[src/rtl/alu_issue.sv]
// Decode/issue stage ahead of the ALU: decodes one MIPS instruction per handshake into
// ALU-ready operands and holds them in a single-entry valid/ready pipeline register.
module alu_issue #(
   parameter int CNT_W = 16
) (
   input  logic             clk,
   input  logic             rst,
   input  logic             in_valid,
   output logic             in_ready,
   input  logic [31:0]      in_instr,
   output logic [4:0]       rs_addr,
   output logic [4:0]       rt_addr,
   input  logic [31:0]      rs_data,
   input  logic [31:0]      rt_data,
   output logic             out_valid,
   input  logic             out_ready,
   output logic [31:0]      out_a,
   output logic [31:0]      out_b,
   output logic [4:0]       out_shamt,
   output logic [5:0]       out_alu_op,
   output logic [4:0]       out_rd,
   output logic             out_we,
   output logic             out_illegal,
   output logic             err_sticky,
   output logic [CNT_W-1:0] issued_cnt
);

   typedef struct packed {
      logic [31:0] a;
      logic [31:0] b;
      logic [4:0]  shamt;
      logic [5:0]  alu_op;
      logic [4:0]  rd;
      logic        we;
      logic        illegal;
   } bundle_t;

   logic [5:0]       w_op;
   logic [5:0]       w_funct;
   logic [15:0]      w_imm;
   logic [31:0]      w_simm;
   logic [31:0]      w_zimm;
   logic             w_legal;
   logic             w_accept;
   bundle_t          w_dec;

   logic             r_valid;
   logic             r_err;
   logic [CNT_W-1:0] r_cnt;
   bundle_t          r_out;

   assign w_op     = in_instr[31:26];
   assign w_funct  = in_instr[5:0];
   assign w_imm    = in_instr[15:0];
   assign w_simm   = {{16{w_imm[15]}}, w_imm};
   assign w_zimm   = {16'h0000, w_imm};

   assign rs_addr  = in_instr[25:21];
   assign rt_addr  = in_instr[20:16];
   assign in_ready = !r_valid || out_ready;
   assign w_accept = in_valid && in_ready;

   // NOTE: every field gets a default before the case so no path leaves a latch behind.
   always_comb begin
      w_dec    = '0;
      w_legal  = 1'b1;
      w_dec.rd = in_instr[20:16];
      w_dec.a  = rs_data;
      case (w_op)
         6'h00: begin
            w_dec.rd     = in_instr[15:11];
            w_dec.alu_op = w_funct;
            case (w_funct)
               6'h00, 6'h02, 6'h03: begin
                  w_dec.a     = rt_data;
                  w_dec.shamt = in_instr[10:6];
               end
               6'h04, 6'h06, 6'h07: begin
                  w_dec.a = {27'b0, rs_data[4:0]};
                  w_dec.b = rt_data;
               end
               6'h20, 6'h21, 6'h22, 6'h23, 6'h24, 6'h25, 6'h26, 6'h27, 6'h2a, 6'h2b: begin
                  w_dec.b = rt_data;
               end
               default: w_legal = 1'b0;
            endcase
         end
         6'h08: begin w_dec.alu_op = 6'h20; w_dec.b = w_simm; end
         6'h09: begin w_dec.alu_op = 6'h21; w_dec.b = w_simm; end
         6'h0a: begin w_dec.alu_op = 6'h2a; w_dec.b = w_simm; end
         6'h0b: begin w_dec.alu_op = 6'h2b; w_dec.b = w_simm; end
         6'h0c: begin w_dec.alu_op = 6'h24; w_dec.b = w_zimm; end
         6'h0d: begin w_dec.alu_op = 6'h25; w_dec.b = w_zimm; end
         6'h0e: begin w_dec.alu_op = 6'h26; w_dec.b = w_zimm; end
         6'h0f: begin
            w_dec.a     = w_zimm;
            w_dec.shamt = 5'd16;
         end
         default: w_legal = 1'b0;
      endcase
      // Unsupported encodings still travel to EX, flagged, so it can raise the exception.
      if (!w_legal) begin
         w_dec         = '0;
         w_dec.alu_op  = 6'h21;
         w_dec.illegal = 1'b1;
      end
      w_dec.we = w_legal && (w_dec.rd != 5'd0);
   end

   // NOTE: state uses non-blocking assignments so every register samples pre-edge values.
   always_ff @(posedge clk or posedge rst) begin
      if (rst) begin
         r_valid <= 1'b0;
         r_out   <= '0;
         r_err   <= 1'b0;
         r_cnt   <= '0;
      end else begin
         if (w_accept) begin
            r_out   <= w_dec;
            r_valid <= 1'b1;
            r_err   <= r_err | w_dec.illegal;
            if (r_cnt != '1)
               r_cnt <= r_cnt + CNT_W'(1);
         end else if (out_ready) begin
            r_valid <= 1'b0;
         end
      end
   end

   assign out_valid   = r_valid;
   assign out_a       = r_out.a;
   assign out_b       = r_out.b;
   assign out_shamt   = r_out.shamt;
   assign out_alu_op  = r_out.alu_op;
   assign out_rd      = r_out.rd;
   assign out_we      = r_out.we;
   assign out_illegal = r_out.illegal;
   assign err_sticky  = r_err;
   assign issued_cnt  = r_cnt;

endmodule

[config.mk]
export PLATFORM = sky130hd
export DESIGN_NAME = alu_issue
export DESIGN_NICKNAME = d
export VERILOG_FILES = /design/src/rtl/alu_issue.sv
export SDC_FILE = /design/constraint.sdc
export NUM_CORES = 1
export LEC_CHECK = 0
export CORE_UTILIZATION = 43
export DETAILED_ROUTE_END_ITERATION = 10
export GPL_TIMING_DRIVEN = 0
export PLACE_DENSITY = 0.82
export SLEW_MARGIN = 20
export SYNTH_ARGS = -nofsm -noshare
export SYNTH_HDL_FRONTEND = slang
export SYNTH_SLANG_ARGS = --single-unit
export TNS_END_PERCENT = 5
[constraint.sdc]
create_clock -name clk -period 4.2 [get_ports clk]
set_clock_uncertainty 0.05 [all_clocks]
set_input_delay 0.63 -clock clk [delete_from_list [all_inputs] [get_ports clk]]
set_output_delay 0.63 -clock clk [all_outputs]
set_load 0.01 [all_outputs]
# --- Yosys cells after proc, flatten, opt, wreduce, memory -nomap -nowiden ---
# Cells that the tools add are included.
op_classes:
  addsub: 1
  eq_ne: 24
  n_mux: 13
  bitwise_logic: 1
  n_reduce_logical: 16
ops:
  columns: ["cell", "count"]
  rows:
  - ["case mux 32 bit (2 select lines)", 2]
  - ["case mux 32 bit (3 select lines)", 1]
  - ["two-way mux 82 bit", 1]
  - ["== test 6 bit (second input constant)", 10]
  - ["== test 6 x 4 -> 1 bit (second input constant)", 8]
  - ["case mux 6 bit (8 select lines)", 1]
  - ["two-way mux 32 bit", 1]
  - ["== test 6 x 3 -> 1 bit (second input constant)", 3]
  - ["adder 16 x 1 -> 16 bit (second input constant)", 1]
  - ["!= test 16 bit (second input constant)", 1]
  - ["OR reduction 16 bit", 1]
  - ["OR reduction 13 bit", 1]
  - ["== test 6 x 2 -> 1 bit (second input constant)", 2]
  - ["zero test 6 bit", 2]
  - ["two-way mux 5 bit", 2]
  - ["case mux 5 bit (2 select lines)", 1]
  - ["OR reduction 3 bit", 3]
  - ["OR reduction 8 bit", 1]
  - ["nonzero test 5 bit", 1]
  - ["OR reduction 4 bit", 1]
  - ["two-way mux 1 bit", 3]
  - ["logical AND 1 bit", 2]
  - ["case mux 1 bit (2 select lines)", 1]
  - ["AND reduction 2 bit", 1]
  - ["4 further kinds", 4]
totals:
  register_bits: 100
  in_bits: 100
  output_inout_bits: 111

# --- Logic depth before layout (Yosys ltp) ---
logic_depth:
  ltp_word: 7
  ltp_mapped: 8
  depth_no_buf: 6

# --- Worst setup path before layout ---
# OpenSTA, ideal clock, no wires.
synth_timing:
  path_type: "input-to-reg"
  from: "in in_instr[0]"
  to: "reg r_out, in the netlist out_alu_op[2]"
  setup_ps: 76
  arrival_ps: 2001
  required_ps: 4074
  setup_slack_ps: 2073
  stages: 7
  n_path_buf: 2
  cell_sequence: "nor2b_1 -> a221o_1 -> o31a_1 -> nand2b_1 -> buf_2 -> buf_2 -> o21ai_1"
synth_between:
  elab_chain_cells: 5
synth_rtl:
  columns: ["item", "line_no", "text"]
  rows:
  - ["start: declaration", "10", "input logic [31:0] in_instr,"]
  - ["== test 6 bit, or another cell as far along", "73", "case (w_funct)"]
  - ["OR reduction 16 bit (no source line) (*)", null, null]
  - ["two-way mux 1 bit (*)", "73", null]
  - ["case mux 1 bit (2 select lines) (*)", "69", "case (w_op)"]
  - ["two-way mux 82 bit (*)", "102", "if (!w_legal) begin"]
  - ["end signal: assignment", "119", "r_out <= w_dec;"]
  - ["end: declaration", "50", "bundle_t r_out;"]
# Every way passes the cells marked *; elsewhere a longest branch is shown, timed or not.
# A chain may end at the register's enable or synchronous reset.

# --- Worst setup path in the final report ---
layout_timing:
  from: "in in_instr[3]"
  to: "reg r_out, in the netlist out_a[20]"
layout_between:
  elab_chain_cells: 5
layout_rtl:
  columns: ["item", "line_no"]
  rows:
  - ["== test 6 bit, or another cell as far along", "73"]
  - ["OR reduction 16 bit (no source line), or another cell as far along", null]
  - ["two-way mux 1 bit or case mux 32 bit (2 select lines) (tied branches)", "73"]
  - ["case mux 1 bit (2 select lines) or case mux 32 bit (2 select lines) (tied branches)", "69"]
  - ["two-way mux 82 bit (*)", "102"]
# Marked as above.

==> impl_metrics.yaml <==
placed_design:
  place_hpwl_microns: 12930
  place_worst_setup_slack_ps: 1018
  gp_congestion: 0.8711
  portBuffers: 205
sta:
  tns_ps: 0
  hold_viol_final: 0
  worstMarginPinSlew_ps: 856.4
  fin_ws_ps: 1345
  fmax_ghz: 0.3502
  min_period_ps: 2855
  whs_ps: 417.3
  finalSetupViolations: 0
  drv_slew: 0
  max-slew-margin-rel_pct: 42.43
  rsz0062_at_grt: "no"
  timing.final.crit_share_pct: 67.99
clock_tree:
  h-tree-depth: 3
  cts_buffers: 9
  ctsResizeCount: 0
  insertion_delay_ps: 350
  cts_setup_buffers: 0
  hold_buffers: 0
  cts_num_sinks: 100
  cts_tree: "done"
  path_clk_slew_ps: 70
  cts.path.max_buffers: 2
  root_buffer: "clkbuf_16"
yosys:
  synth_warnings: 0
  synth_edf_count: 0
  synth_fp_nets: 606
  synth-async-reset-ratio_pct: 100.0
  ys_ff_latch: 100
  ys_types: 54
  postSynthCellCount: 505
  ys.flop_type: "dfrtp_1"
  syn_avg_cell_area_sq_um: 9.648
  syn_area_sq_um: 4872
  ys_seq_area_share_pct: 51.36
layout:
  layout.nets: 823
  n_antenna_cell: 0
  fillerInstances: 909
  area_growth_pct: 51.95
  drive_gt1_share_pct: 7.428
die:
  die_w_microns: 108.4
  boundaryPins: 211
  rows: 38
  die_area_sq_um: 11760
  die-height_microns: 108.4
  initial_core_util_pct: 44.55
  core_area_sq_um: 10940
worst_setup_path:
  cp_num_buf_inv: 3
  r2r_end: "issued_cnt[1]"
  r2r_slack_ps: 1980
  ff2ff_path_depth: 5
  critical_path_class: "in2reg"
  slowest_delay_ps: 830
  cp_max_fo: 10
  path_delay_family: "simple AND/OR/NAND/NOR gates"
  required_ps: 4410
  critPathCaptureType: "flop"
  arrival_ps: 3060
  crit-reg2reg-launch: "issued_cnt[7]"
  worstPathCellList: "clkdlybuf4s50_1, nor4_2, and3_1, buf_4, buf_2, a22oi_1, o21ai_0"
  crit_slowest_cell: "nor4_2"
  start_kind: "input pin"
min_path:
  worstHoldStart: "out_alu_op[5]"
  holdPathEnd: "out_alu_op[5]"
  hold-path-cell-count: 2
  hold_class: "reg2reg"
grt:
  grt_antenna_before_repair: 0
  grt_use_total_pct: 29.96
  grt_start_max_net_pins: 71
  grt_pass1_vias: 5121
  grt_overflow_total: 0
  grt_pass1_wl_microns: 26680
drt:
  firstDrtPassIters: 6
  ant_nets: 0
  vias_per_cell: 5.798
  drt_iter0_drc: 310
  routed_wl_microns: 17470
  post_drt_wl_per_cell_microns: 20.14
  vias: 5027
  drc: 0
power:
  power.total_mw: 2.262
  ir_drop_uv: 296.7
  leakagePower_nw: 3.003
  powerDensity_nw_per_um2: 305.5
flow_run:
  maxCapViolations: 0
status:
  status: "finished clean"
## cell type report
class                           count  area, sq um  share of cell area, %
Timing Repair Buffer              206         2079                  28.09
Tap cell                          140        175.2                  2.366
Buffer                             46        250.2                  3.380
Inverter                            5        23.77                 0.3211
Clock inverter                      4        25.02                 0.3380
Multi-Input combinational cell    354         2101                  28.38
Clock buffer                       12        246.5                  3.329
Sequential cell                   100         2502                  33.80
## stage by stage
stage	area [sq um]	util, %	cells
finish	7403	67.70	867
global route	7403	67.70	867
CTS	7403	67.70	867
detailed placement	7132	65.22	851
global placement	7099	64.92	850
floorplan	4872	-	505
## worst register-to-register path, delay by kind of cell (launching register included)
family	cells	cell delay, ps
multiplexers	1	290
AND/OR/NAND/NOR	4	1340
flip-flops	1	420
## cell usage after synthesis (2+ instances only)
master       n  share of area [%]
buf_2       11                1.1
nand2b_1     6               0.77
a31oi_1      3               0.39
a21oi_1     29                3.0
a22oi_1     32                4.9
nor4_1       6               0.77
mux2_2       3               0.69
and2_1       5               0.64
and3_1       4               0.51
o21ai_0     39                4.0
nand2_1     96                7.4
o31ai_1     16                2.5
nand3_1      8               0.82
mux2i_1      6                1.2
o21ai_1     16                1.6
a222oi_1     4               0.82
xnor2_1      2               0.36
nand4_1      3               0.39
dfrtp_1    100                 51
clkbuf_1    18                1.4
or4_1        2               0.31
a221oi_1     4               0.72
nor3_1      10                1.0
xor2_1       8                1.4
o21bai_1     7                1.1
inv_1        4               0.31
buf_4       15                2.3
a2111oi_0    3               0.54
a32o_1       6                1.2
a221o_1      7                1.4
nor2_1       9               0.69
## kinds of logic (layout without fill, tap and decap cells)
group	count (synthesis)	in the layout	share of synthesized area (%)
buf+inv	51	273	5.521
simple gates	159	159	15.07
mux	9	9	1.926
compound gates	175	175	24.06
flops	100	100	51.36
fa+ha+maj	1	1	0.2568
xor+xnor	10	10	1.798
## metal layers
metal	up-vias	GRT usage [%]	share of wire, %
met3	35	6.992	8.7
li1	2271	-	-
met4	0	11.68	2.4
met5	-	0	0
met1	2433	36.55	40
met2	288	51.13	49
## worst max-delay path by stage
stage,from,endpoint,slack (ps),cells after the start
after floorplan,rst,err_sticky,900,1
after global placement,rst,out_b[8],-540,2
after detailed placement,in_instr[3],out_a[20],1020,7
after CTS,in_instr[3],out_a[20],1370,7
after global routing,in_instr[27],out_b[13],1160,7
final,in_instr[3],out_a[20],1340,7
## sequential cells by signal, summed over array words and instances, names as in the netlist
signal       cells
out_valid        1
issued_cnt      16
out_illegal      1
out_b           32
out_alu_op       6
err_sticky       1
out_rd           5
out_a           32
out_shamt        5
out_we           1
## report_power, final
part / total (mW) / switching, mW / internal (mW)
logic: 0.427 / 0.202 / 0.225
registers: 1.06 / 0.0522 / 1.01
clock network: 0.776 / 0.360 / 0.417
total: 2.26 / 0.614 / 1.65
## layout by cell type (no fill, tap or decap), types with 11 or more instances in the layout
cell	synthesis	final
a21oi_1	29	29
a22oi_1	32	32
buf_2	11	11
buf_4	15	15
clkbuf_1	18	20
clkdlybuf4s50_1	0	205
dfrtp_1	100	100
nand2_1	96	96
o21ai_0	39	39
o21ai_1	16	16
o31ai_1	16	16
Power figures use the tool's default switching activity.
==> RTL change: new RTL, same settings <==
Change the parameter `CNT_W` from 16 to 14.
--- a/src/rtl/alu_issue.sv
+++ b/src/rtl/alu_issue.sv
@@ -2,5 +2,5 @@
 // ALU-ready operands and holds them in a single-entry valid/ready pipeline register.
 module alu_issue #(
-   parameter int CNT_W = 16
+   parameter int CNT_W = 14
 ) (
    input  logic             clk,
Interface: changed (resized issued_cnt); port bits go from 211 to 209. No check against the original RTL was run, so the function may have changed too.
==> RTL change against the unedited design <==
- cell count fell by 0.12%
- combinational power rose by 13%
- wire length down 1.6%
- critical endpoint is now out_b[3]$_DFFE_PP0P_
- total power rose by 7.3%
- sequential cell count decreased by 2
- synthesized area increased by 0.39%
- cell area rose by 0.35%
- setup slack better by 130 ps
==> RTL change: results (changes against the unedited design) <==
| Metric | Value |
|---|---|
| Worst-case vdd ir drop | 0.233 mV (-21%) |
| Top post-synthesis cells by area | sky130_fd_sc_hd__dfrtp_1 (50%), sky130_fd_sc_hd__nand2_1 (7.7%), sky130_fd_sc_hd__o21ai_0 (4.2%), sky130_fd_sc_hd__a22oi_1 (4.0%), sky130_fd_sc_hd__nand3_1 (2.5%) |
| CP peak stage delay | 580 ps (-250 ps) |
| Register area share after synthesis | 0.501 (-0.0122) |
| Total iterations of the first detailed-routing run | 5 (-1) |
| Net count of the mapped netlist | 609 (+0.50%) |
| Fill cells | 852 (-6.3%) |
| Global routing met2 resource utilization | 0.479 (-0.0321) |
| Transition time at the pin with the least slew margin | 707 ps (-149 ps) |
| Drt initial violations | 447 (+44%) |
| Layout cells sized above 1 | 0.0937 (+0.0194) |
| DPL Wire Length | 13.0 mm (+0.37%) |
| Count of different cell masters after synthesis | 57 (+5.6%) |
| Cell with the largest stage delay on the worst path | sky130_fd_sc_hd__clkdlybuf4s50_1 |
| Via count of the routed design | 5012 (-0.30%) |
| Total wire length after detailed routing | 17.2 mm (-1.6%) |
| First-pass GRT wire length | 26.1 mm (-2.0%) |
| Grt met3 use | 0.0371 (-0.0329) |
| Commonest cells in the synthesized netlist | sky130_fd_sc_hd__nand2_1 (100), sky130_fd_sc_hd__dfrtp_1 (98), sky130_fd_sc_hd__o21ai_0 (41) |
| Switching Power | 0.648 mW (+5.5%) |
| Met1 track demand over resource | 0.376 (+0.0108) |
| Leak | 3.04 nW (+1.1%) |
| PortBufs | 201 (-2.0%) |
| Number of cells on the worst hold path | 1 (-1) |
| Gpl congestion | 0.900 (+3.3%) |
| Run status | complete, no violations |
RTL change: path summary, 6_finish.rpt:
| path | from | to | slack [ps] |
|---|---|---|---|
| max in group asynchronous | rst | out_b[1]$_DFFE_PP0P_ | 2870 |
| worst min-delay path | err_sticky$_DFFE_PP0P_ | err_sticky$_DFFE_PP0P_ | 430 |
| min in group asynchronous | rst | out_b[20]$_DFFE_PP0P_ | 620 |
| worst min register to register | err_sticky$_DFFE_PP0P_ | err_sticky$_DFFE_PP0P_ | 430 |
| worst max-delay path | in_instr[29] | out_b[3]$_DFFE_PP0P_ | 1480 |
| worst max register to register | out_valid$_DFFE_PP0P_ | out_b[3]$_DFFE_PP0P_ | 1990 |
RTL change: worst max-delay path, delay by kind of cell:
family          cells  cell delay [ps]
buf+inv             2             1150
simple gates        4              980
compound gates      1              170
RTL change: cells by family after synthesis:
| family | Yosys count | synth area share |
|---|---|---|
| compound gates | 148 | 0.205 |
| buf+inv | 51 | 0.0599 |
| flops | 98 | 0.501 |
| fa+ha+maj | 1 | 0.00256 |
| xor+xnor | 13 | 0.0233 |
| mux | 6 | 0.0125 |
| simple gates | 191 | 0.195 |
RTL change: layer usage:
| layer | share of wire | vias to the layer above |
|---|---|---|
| met5 | 0 | - |
| met4 | 0.048 | 0 |
| met3 | 0.078 | 57 |
| met2 | 0.48 | 294 |
| met1 | 0.40 | 2421 |
| li1 | - | 2240 |
RTL change: metrics by stage:
| stage | setup WS [ps] | TNS [ps] | utilization | cells | area, µm² |
|---|---|---|---|---|---|
| after global routing | 1400 | 0 | 0.676 | 866 | 7430 |
| after global placement | -425 | -41060 | 0.644 | 849 | 7080 |
| after CTS | 1570 | 0 | 0.676 | 866 | 7430 |
| after floorplan | 958 | 0 | - | 508 | 4890 |
| final | 1480 | 0 | 0.676 | 866 | 7430 |
| after detailed placement | 1210 | 0 | 0.647 | 850 | 7110 |
RTL change: layout make-up:
type | count | share of cell area
timing repair buffer | 202 | 0.275
sequential | 98 | 0.330
buffer | 44 | 0.0359
clock inverter | 7 | 0.0126
inverter | 7 | 0.00421
tap | 140 | 0.0236
clock buffer | 9 | 0.0303
multi-input combinational | 359 | 0.289
RTL change: power groups by stage:
stage                     Combinational [mW]  Clock (mW)  Sequential, mW
after floorplan                        0.165           0            1.09
after global placement                 0.464           0            1.07
after detailed placement               0.482           0            1.07
after CTS                              0.483       0.899            1.06
after global routing                   0.516       0.939            1.07
final                                  0.482       0.889            1.06
